**src/rtl/pipe_addsub.sv**
```systemverilog
// Pipelined WIDTH-bit adder/subtractor with valid/ready handshaking.
// Stage k adds operand slice k with the carry registered by stage k-1, so the
// carry chain per cycle is only SW = WIDTH/STAGES bits long.
module pipe_addsub #(
    parameter int unsigned WIDTH  = 32,
    parameter int unsigned STAGES = 4
) (
    input  logic             clk,
    input  logic             rst_n,
    input  logic             in_valid,
    output logic             in_ready,
    input  logic [WIDTH-1:0] a,
    input  logic [WIDTH-1:0] b,
    input  logic             cin,
    input  logic             sub,
    output logic             out_valid,
    input  logic             out_ready,
    output logic [WIDTH-1:0] sum,
    output logic             cout,
    output logic             ovf
);

    localparam int unsigned SW   = WIDTH / STAGES;
    localparam int unsigned LAST = STAGES - 1;

    // Per-stage registers: valid, operands, partial result, slice carry-out.
    logic [STAGES-1:0]            vld_q;
    logic [STAGES-1:0][WIDTH-1:0] a_q;
    logic [STAGES-1:0][WIDTH-1:0] b_q;
    logic [STAGES-1:0][WIDTH-1:0] s_q;
    logic [STAGES-1:0]            c_q;
    logic                         ovf_q;

    // Values presented to each stage (external inputs for stage 0).
    logic [STAGES-1:0]            x_v;
    logic [STAGES-1:0][WIDTH-1:0] x_a;
    logic [STAGES-1:0][WIDTH-1:0] x_b;
    logic [STAGES-1:0][WIDTH-1:0] x_s;
    logic [STAGES-1:0]            x_c;

    // Next-state values and load enables.
    logic [STAGES-1:0][SW:0]      slc;
    logic [STAGES-1:0][WIDTH-1:0] s_d;
    logic [STAGES-1:0]            adv;
    logic                         all_full;
    logic                         msb_cin;
    logic                         ovf_d;

    // A stage loads unless it and every stage after it are full and the output stalls.
    always_comb begin
        adv      = '0;
        all_full = 1'b1;
        for (int k = int'(STAGES) - 1; k >= 0; k--) begin
            all_full = all_full & vld_q[k];
            adv[k]   = out_ready | ~all_full;
        end
    end

    // Stage inputs: subtract folds into the operands as a + ~b + ~cin.
    always_comb begin
        x_v    = '0;
        x_a    = '0;
        x_b    = '0;
        x_s    = '0;
        x_c    = '0;
        x_v[0] = in_valid;
        x_a[0] = a;
        x_b[0] = sub ? ~b : b;
        x_c[0] = cin ^ sub;
        for (int k = 1; k < int'(STAGES); k++) begin
            x_v[k] = vld_q[k-1];
            x_a[k] = a_q[k-1];
            x_b[k] = b_q[k-1];
            x_s[k] = s_q[k-1];
            x_c[k] = c_q[k-1];
        end
    end

    // Slice add per stage, plus signed overflow from the final slice.
    always_comb begin
        slc = '0;
        s_d = '0;
        for (int k = 0; k < int'(STAGES); k++) begin
            slc[k] = (SW+1)'(x_a[k][k*SW +: SW]) + (SW+1)'(x_b[k][k*SW +: SW])
                   + (SW+1)'(x_c[k]);
            s_d[k] = x_s[k];
            s_d[k][k*SW +: SW] = slc[k][SW-1:0];
        end
        msb_cin = slc[LAST][SW-1] ^ x_a[LAST][WIDTH-1] ^ x_b[LAST][WIDTH-1];
        ovf_d   = msb_cin ^ slc[LAST][SW];
    end

    // Pipeline registers; reset clears valids and visible outputs immediately.
    always_ff @(posedge clk or negedge rst_n) begin
        if (!rst_n) begin
            vld_q <= '0;
            a_q   <= '0;
            b_q   <= '0;
            s_q   <= '0;
            c_q   <= '0;
            ovf_q <= 1'b0;
        end else begin
            for (int k = 0; k < int'(STAGES); k++) begin
                if (adv[k]) begin
                    vld_q[k] <= x_v[k];
                    a_q[k]   <= x_a[k];
                    b_q[k]   <= x_b[k];
                    s_q[k]   <= s_d[k];
                    c_q[k]   <= slc[k][SW];
                end
            end
            if (adv[LAST]) begin
                ovf_q <= ovf_d;
            end
        end
    end

    assign in_ready  = adv[0];
    assign out_valid = vld_q[LAST];
    assign sum       = s_q[LAST];
    assign cout      = c_q[LAST];
    assign ovf       = ovf_q;

endmodule

```
**config.mk**
```make
export PLATFORM = sky130hd
export DESIGN_NAME = pipe_addsub
export DESIGN_NICKNAME = d
export VERILOG_FILES = /design/src/rtl/pipe_addsub.sv
export SDC_FILE = /design/constraint.sdc
export NUM_CORES = 1
export LEC_CHECK = 0
export CORE_UTILIZATION = 40
export DETAILED_ROUTE_END_ITERATION = 8
export DONT_BUFFER_PORTS = 1
export GPL_ROUTABILITY_DRIVEN = 0
export PLACE_DENSITY = 0.57
export SYNTH_ARGS = -nofsm -noshare
export SYNTH_HDL_FRONTEND = slang
export SYNTH_SLANG_ARGS = --single-unit
export TNS_END_PERCENT = 20
```
**constraint.sdc**
```tcl
create_clock -name clk -period 4.71 [get_ports clk]
set_input_delay 0.7065 -clock clk [delete_from_list [all_inputs] [get_ports clk]]
set_output_delay 0.7065 -clock clk [all_outputs]
set_load 0.1 [all_outputs]
```
==> flow_summary.ini <==
[floorplanning]
rows = 52
core_sq_um = 20400
ioPinCount = 106
fp.dieH_um = 147
die-area_sq_um = 21500
initial_core_util_pct = 41.1
die_width_um = 147

[final_layout]
areaGrowthSynthToFinish_pct = 9.97
nets = 953
final_cell_area_sq_um = 9210
postLayoutCoreUtil_pct = 45.2
nFillCells = 1991
drive_gt1_share_pct = 8.50

[global_route]
grt_max_degree = 186
grt_pass1_vias = 5104
grt_pass1_wl_mm = 27.3
antenna_found_initial = 3
grtUsageTotal_pct = 16.2
grt_overflow = 0

[timing]
max_freq_mhz = 335
fin_crit_sh_pct = 63.4
rsz0062_at_grt = no
hold_violations = 52
fin_crit_ns = 2.99
finalSetupViolations = 0
tightest_slew_ns = 0.941
holdWs_ns = -0.0188
slew_viol_final = 0
slew_headroom_pct = 37.2
fin_skew_ns = 0.00935
fin_ws_ns = 1.72
tns_ns = 0

[clock_network]
cts.sinks = 185
numCtsBuffers = 17
clk_latency_ns = 0.44
cts_root_buffer = clkbuf_16
cts.clk_slew.worst_paths_ns = 0.07
post_cts_buffers = 0
cts_tree = yes
cts_resized = 0
cts-htree-levels = 4
cts_buffer_depth = 2

[worst_setup_path]
r2r_cells = 7
cp-startpoint = vld_q[3]$_DFFE_PN0P_
start_kind = flip-flop
reg2reg_to = a_q[27]$_DFFE_PN0P_
cp-end-kind = output port
crit_end = in_ready
crit_required_ns = 4.00
path_class = reg2out
cp_max_fo = 40
worstPathArrival_ns = 2.28
r2r-start = vld_q[3]$_DFFE_PN0P_
r2r_slack_ns = 1.93

[power_and_ir_drop]
pwr-share-clk_pct = 25.8
swShare_pct = 41.6
total_leakage_power_nw = 4.43
p_per_area_nw_per_um2 = 632
p_comb_share_pct = 18.5
power.switching_w = 0.00242
intPower_w = 0.00340
power_frac_seq_pct = 55.6
vdd_ir_drop_max_mv = 0.241

[placed_design]
post-dp-hpwl_mm = 11.0
port_buffers = 0
dp_worst_setup_slack_ns = 1.83
place_area_sq_um = 8590

[drt]
drc = 0
detail-route-antenna-nets = 0
routed_wl_mm = 16.2
drt_iter0_markers = 262
firstDrtPassIters = 5
drt-vias-per-instance = 4.71
dr_total_vias = 5325
wl_per_cell_um = 14.4

[synthesis]
synth-adder-area-share_pct = 6.10
async_flop_share_pct = 100
synth_compound_area_share_pct = 7.83
synth-seq-cells = 185
synth_edf_count = 0
synth_top_family_by_area = simple AND/OR/NAND/NOR gates
synth_nets = 964
yosysSeqAreaShare_pct = 55.3
synth_flop_cell = dfrtp_1
synth.avg_cell_area_sq_um = 9.76
synthMuxAreaShare_pct = 3.63
synth_area_sq_um = 8370
ys_types = 42
synth-xor-area-share_pct = 5.71
synth_warnings = 0
syn_inst = 858
synth-simple-area-share_pct = 18.2

[flow_run]
drv_cap = 0

[worst_hold_path]
min_path_type = in2async

[status]
violations = negative hold slack
status = complete, but fails checks
cell type report:
class | instances | area, sq um | area share (%)
Sequential cell | 185 | 4630 | 50.3
Tap cell | 270 | 338 | 3.67
Timing Repair Buffer | 9 | 67.6 | 0.734
Antenna cell | 1 | 2.50 | 0.0272
Inverter | 20 | 75.1 | 0.815
Clock buffer | 19 | 443 | 4.81
Multi-Input combinational cell | 614 | 3480 | 37.8
Clock inverter | 12 | 174 | 1.89
kinds of logic after synthesis:
family          count (synthesis)
simple gates                  388
flops                         185
compound gates                110
buf+inv                        59
xor+xnor                       53
fa+ha+maj                      36
mux                            27
worst min path at each step:
stage,slack [ns],start,cells past startpoint,end
floorplan,0.41,rst_n,0,a_q[10]$_DFFE_PN0P_
global placement,0.42,rst_n,0,a_q[29]$_DFFE_PN0P_
detailed placement,0.42,rst_n,0,a_q[29]$_DFFE_PN0P_
CTS,-0.05,rst_n,0,a_q[58]$_DFFE_PN0P_
global route,-0.05,rst_n,0,a_q[58]$_DFFE_PN0P_
finish,-0.02,rst_n,0,a_q[60]$_DFFE_PN0P_
routing by layer:
metal	share of wire, %	vias to the layer above	global-route usage (%)
met3	6.4	28	5.19
met1	54	2436	25.3
met2	38	118	20.4
met4	1.7	4	5.68
li1	-	2739	-
met5	0.17	-	0
sequential cells by signal, indices dropped and copies added, names as in the netlist:
name   cells
a_q       48
b_q       48
s_d       48
sum       32
c_q        4
vld_q      4
ovf        1
power by group through the flow:
stage | registers (W) | logic, W | clock network [W]
2_1_floorplan | 0.00316 | 0.000901 | 0
3_3_place_gp | 0.00327 | 0.00107 | 0
3_5_place_dp | 0.00328 | 0.00108 | 0
4_1_cts | 0.00324 | 0.00109 | 0.00154
5_1_grt | 0.00330 | 0.00125 | 0.00161
6_report | 0.00323 | 0.00108 | 0.00150
cells in the mapped netlist, types with 4 or more instances:
cell / n / area, sq um
fa_1: 8 / 160
a211oi_1: 5 / 37.5
o21ai_0: 29 / 145
nor3_1: 9 / 45.0
nor2_1: 48 / 180
o31ai_1: 4 / 30.0
o21a_1: 7 / 52.6
buf_2: 12 / 60.1
a21oi_1: 44 / 220
ha_1: 28 / 350
a21o_1: 4 / 30.0
nand2b_1: 8 / 50.1
mux2_2: 24 / 270
clkbuf_1: 21 / 78.8
dfrtp_1: 185 / 4630
buf_4: 4 / 30.0
xnor2_1: 30 / 263
nand2_1: 308 / 1160
inv_1: 20 / 75.1
xor2_1: 22 / 193
critical path: stages, from the launching register on:
cell     delay [ns]
dfrtp_1        0.36
buf_4          0.23
and2b_1        0.20
buf_4          0.25
and3_2         0.30
nand2_4        0.49
metrics by stage:
| step | cells | power, W |
|---|---|---|
| after floorplan | 858 | 0.00406 |
| after global placement | 1098 | 0.00434 |
| after detailed placement | 1098 | 0.00436 |
| after CTS | 1129 | 0.00588 |
| after global routing | 1129 | 0.00616 |
| final | 1130 | 0.00581 |
layout by cell type (no fill, tap or decap), types with 4 or more instances in the layout:
cell type	instances
a211oi_1	5
xor2_1	22
o21ai_0	29
mux2_2	24
clkbuf_16	17
buf_4	9
nand2b_1	8
o31ai_1	4
dfrtp_1	185
ha_1	28
xnor2_1	30
nand2_1	308
nor2_1	48
fa_1	8
nor3_1	9
bufinv_16	4
clkinv_2	4
a21o_1	4
o21a_1	7
a21oi_1	44
inv_1	20
Note: power is estimated with default switching activity, not from simulation.
==> RTL change, RTL diff (same settings) <==
Change the parameter `STAGES` from 4 to 2.
--- a/src/rtl/pipe_addsub.sv
+++ b/src/rtl/pipe_addsub.sv
@@ -3,7 +3,7 @@
 // carry chain per cycle is only SW = WIDTH/STAGES bits long.
 module pipe_addsub #(
     parameter int unsigned WIDTH  = 32,
-    parameter int unsigned STAGES = 4
+    parameter int unsigned STAGES = 2
 ) (
     input  logic             clk,
     input  logic             rst_n,
Check against the original RTL: not equivalent (a bounded check fails within 4 cycles, from zero or initial values and one cycle with rst_n low).
==> RTL change against the original RTL <==
Area after synthesis decreased by 42%. Cell area fell by 42%. Sequential cell count down 100. Clock power fell by 46%. Global-route usage rose by 2.3 points. Wire length decreased by 33%. Power down 44%. Worst setup slack worse by 0.048 ns. Critical path type unchanged. Critical endpoint unchanged.
==> RTL change: results (changes against the original RTL) <==
Global routing
  – Largest net degree at the start of global routing: 86 (-54%)
  – Vias in the first global route: 3701 (-27%)
  – Met2 track demand over resource in global routing: 0.312 (+0.108)
  – Global Route Usage Sum: 0.185 (+0.0227)
  – Wire length of the first global-routing pass: 18200 µm (-33%)
  – Number of antenna violations at the first check in global routing: 0 (-3)
  – Met3 usage: 0.0497 (-0.00220)

Final layout
  – Flip-flop and latch area: 2130 µm² (-54%)
  – Non-clock inverter count: 13 (-35%)
  – Multi-input gate share of total cell area: 0.489 (+0.111)
  – Fraction of area in non-clock buffers: 0.00564 (-0.00170)
  – Antenna Diode Count: 0 (-1)
  – Clock Buffer Count: 10 (-9)
  – Fillers: 1147 (-42%)
  – Proportion of layout cells with a drive suffix above 1: 0.0591 (-0.0258)

Worst setup path
  – Count of cells along the worst register-to-register path: 10 (+3)
  – Stage delay of the slowest cell on the critical path: 0.67 ns (+0.18 ns)
  – Largest delay share family, worst path: buffers and inverters
  – R2r setup slk: 1.96 ns (+0.03 ns)
  – Maximum fanout count along the critical path: 33 (-18%)
  – Launch point of the worst path: vld_q[1]
  – Critical-path top delay cell: inv_2
  – Worst reg2reg path startpoint: a_q[16]

Pwr
  – P_clk: 807 µW (-46%)
  – Standby leakage power: 0.00245 µW (-45%)

Placed design
  – Dpl ws: 1.59 ns (-0.237 ns)

Clock tree
  – Number of buffers created by CTS: 9 (-8)
  – Clock latency of the later-clocked register in the worst-skew pair: 0.33 ns (-0.11 ns)

Yosys
  – Cells after Synth: 544 (-37%)
  – Leading cell types by total area after synthesis: dfrtp_1 (44%), nand2_1 (11%), ha_1 (7.7%)
  – Xor and xnor area share after synthesis: 0.108 (+0.0507)
  – Proportion of synthesized area in mux cells: 0.00539 (-0.0309)
  – Area share of fa/ha/maj cells after synthesis: 0.0935 (+0.0325)

Route
  – Highest Signal Layer: met4
  – Initial DRT Pass Iterations: 4 (-1)
  – Wire length after detailed routing: 10800 µm (-33%)
  – Number of violations reported at the end of detailed-routing iteration 0: 204 (-22%)
  – Met1 WL: 4830 µm (-45%)

Status
  – Outcome: complete, no violations
## RTL change: changes by cell type after synthesis, sizes merged, moves of 5 or more
cell | unedited run | this run
a21oi | 46 | 34
nor2 | 48 | 27
o21a | 9 | 4
mux2 | 27 | 2
dfrtp | 185 | 85
xor2 | 22 | 31
nand2 | 309 | 147
o21ai | 32 | 43
inv | 20 | 13
buf | 18 | 5
## RTL change: logic make-up (layout without fill, tap and decap cells)
family / after synthesis / count (layout)
AND/OR/NAND/NOR: 215 / 215
AO/OA/AOI/OAI: 112 / 112
flip-flops: 85 / 85
XOR/XNOR: 60 / 60
buffers and inverters: 36 / 33
adder cells (fa/ha/maj): 34 / 34
multiplexers: 2 / 2
## RTL change: stage by stage
step | power [µW] | area, µm² | cells | hold slack (ns)
detailed placement | 2490 | 4990 | 668 | 0.413
floorplan | 2330 | 4870 | 544 | 0.411
CTS | 3300 | 5330 | 684 | 0.0497
global route | 3450 | 5330 | 684 | 0.0424
global placement | 2470 | 4990 | 668 | 0.414
finish | 3270 | 5330 | 684 | 0.0662
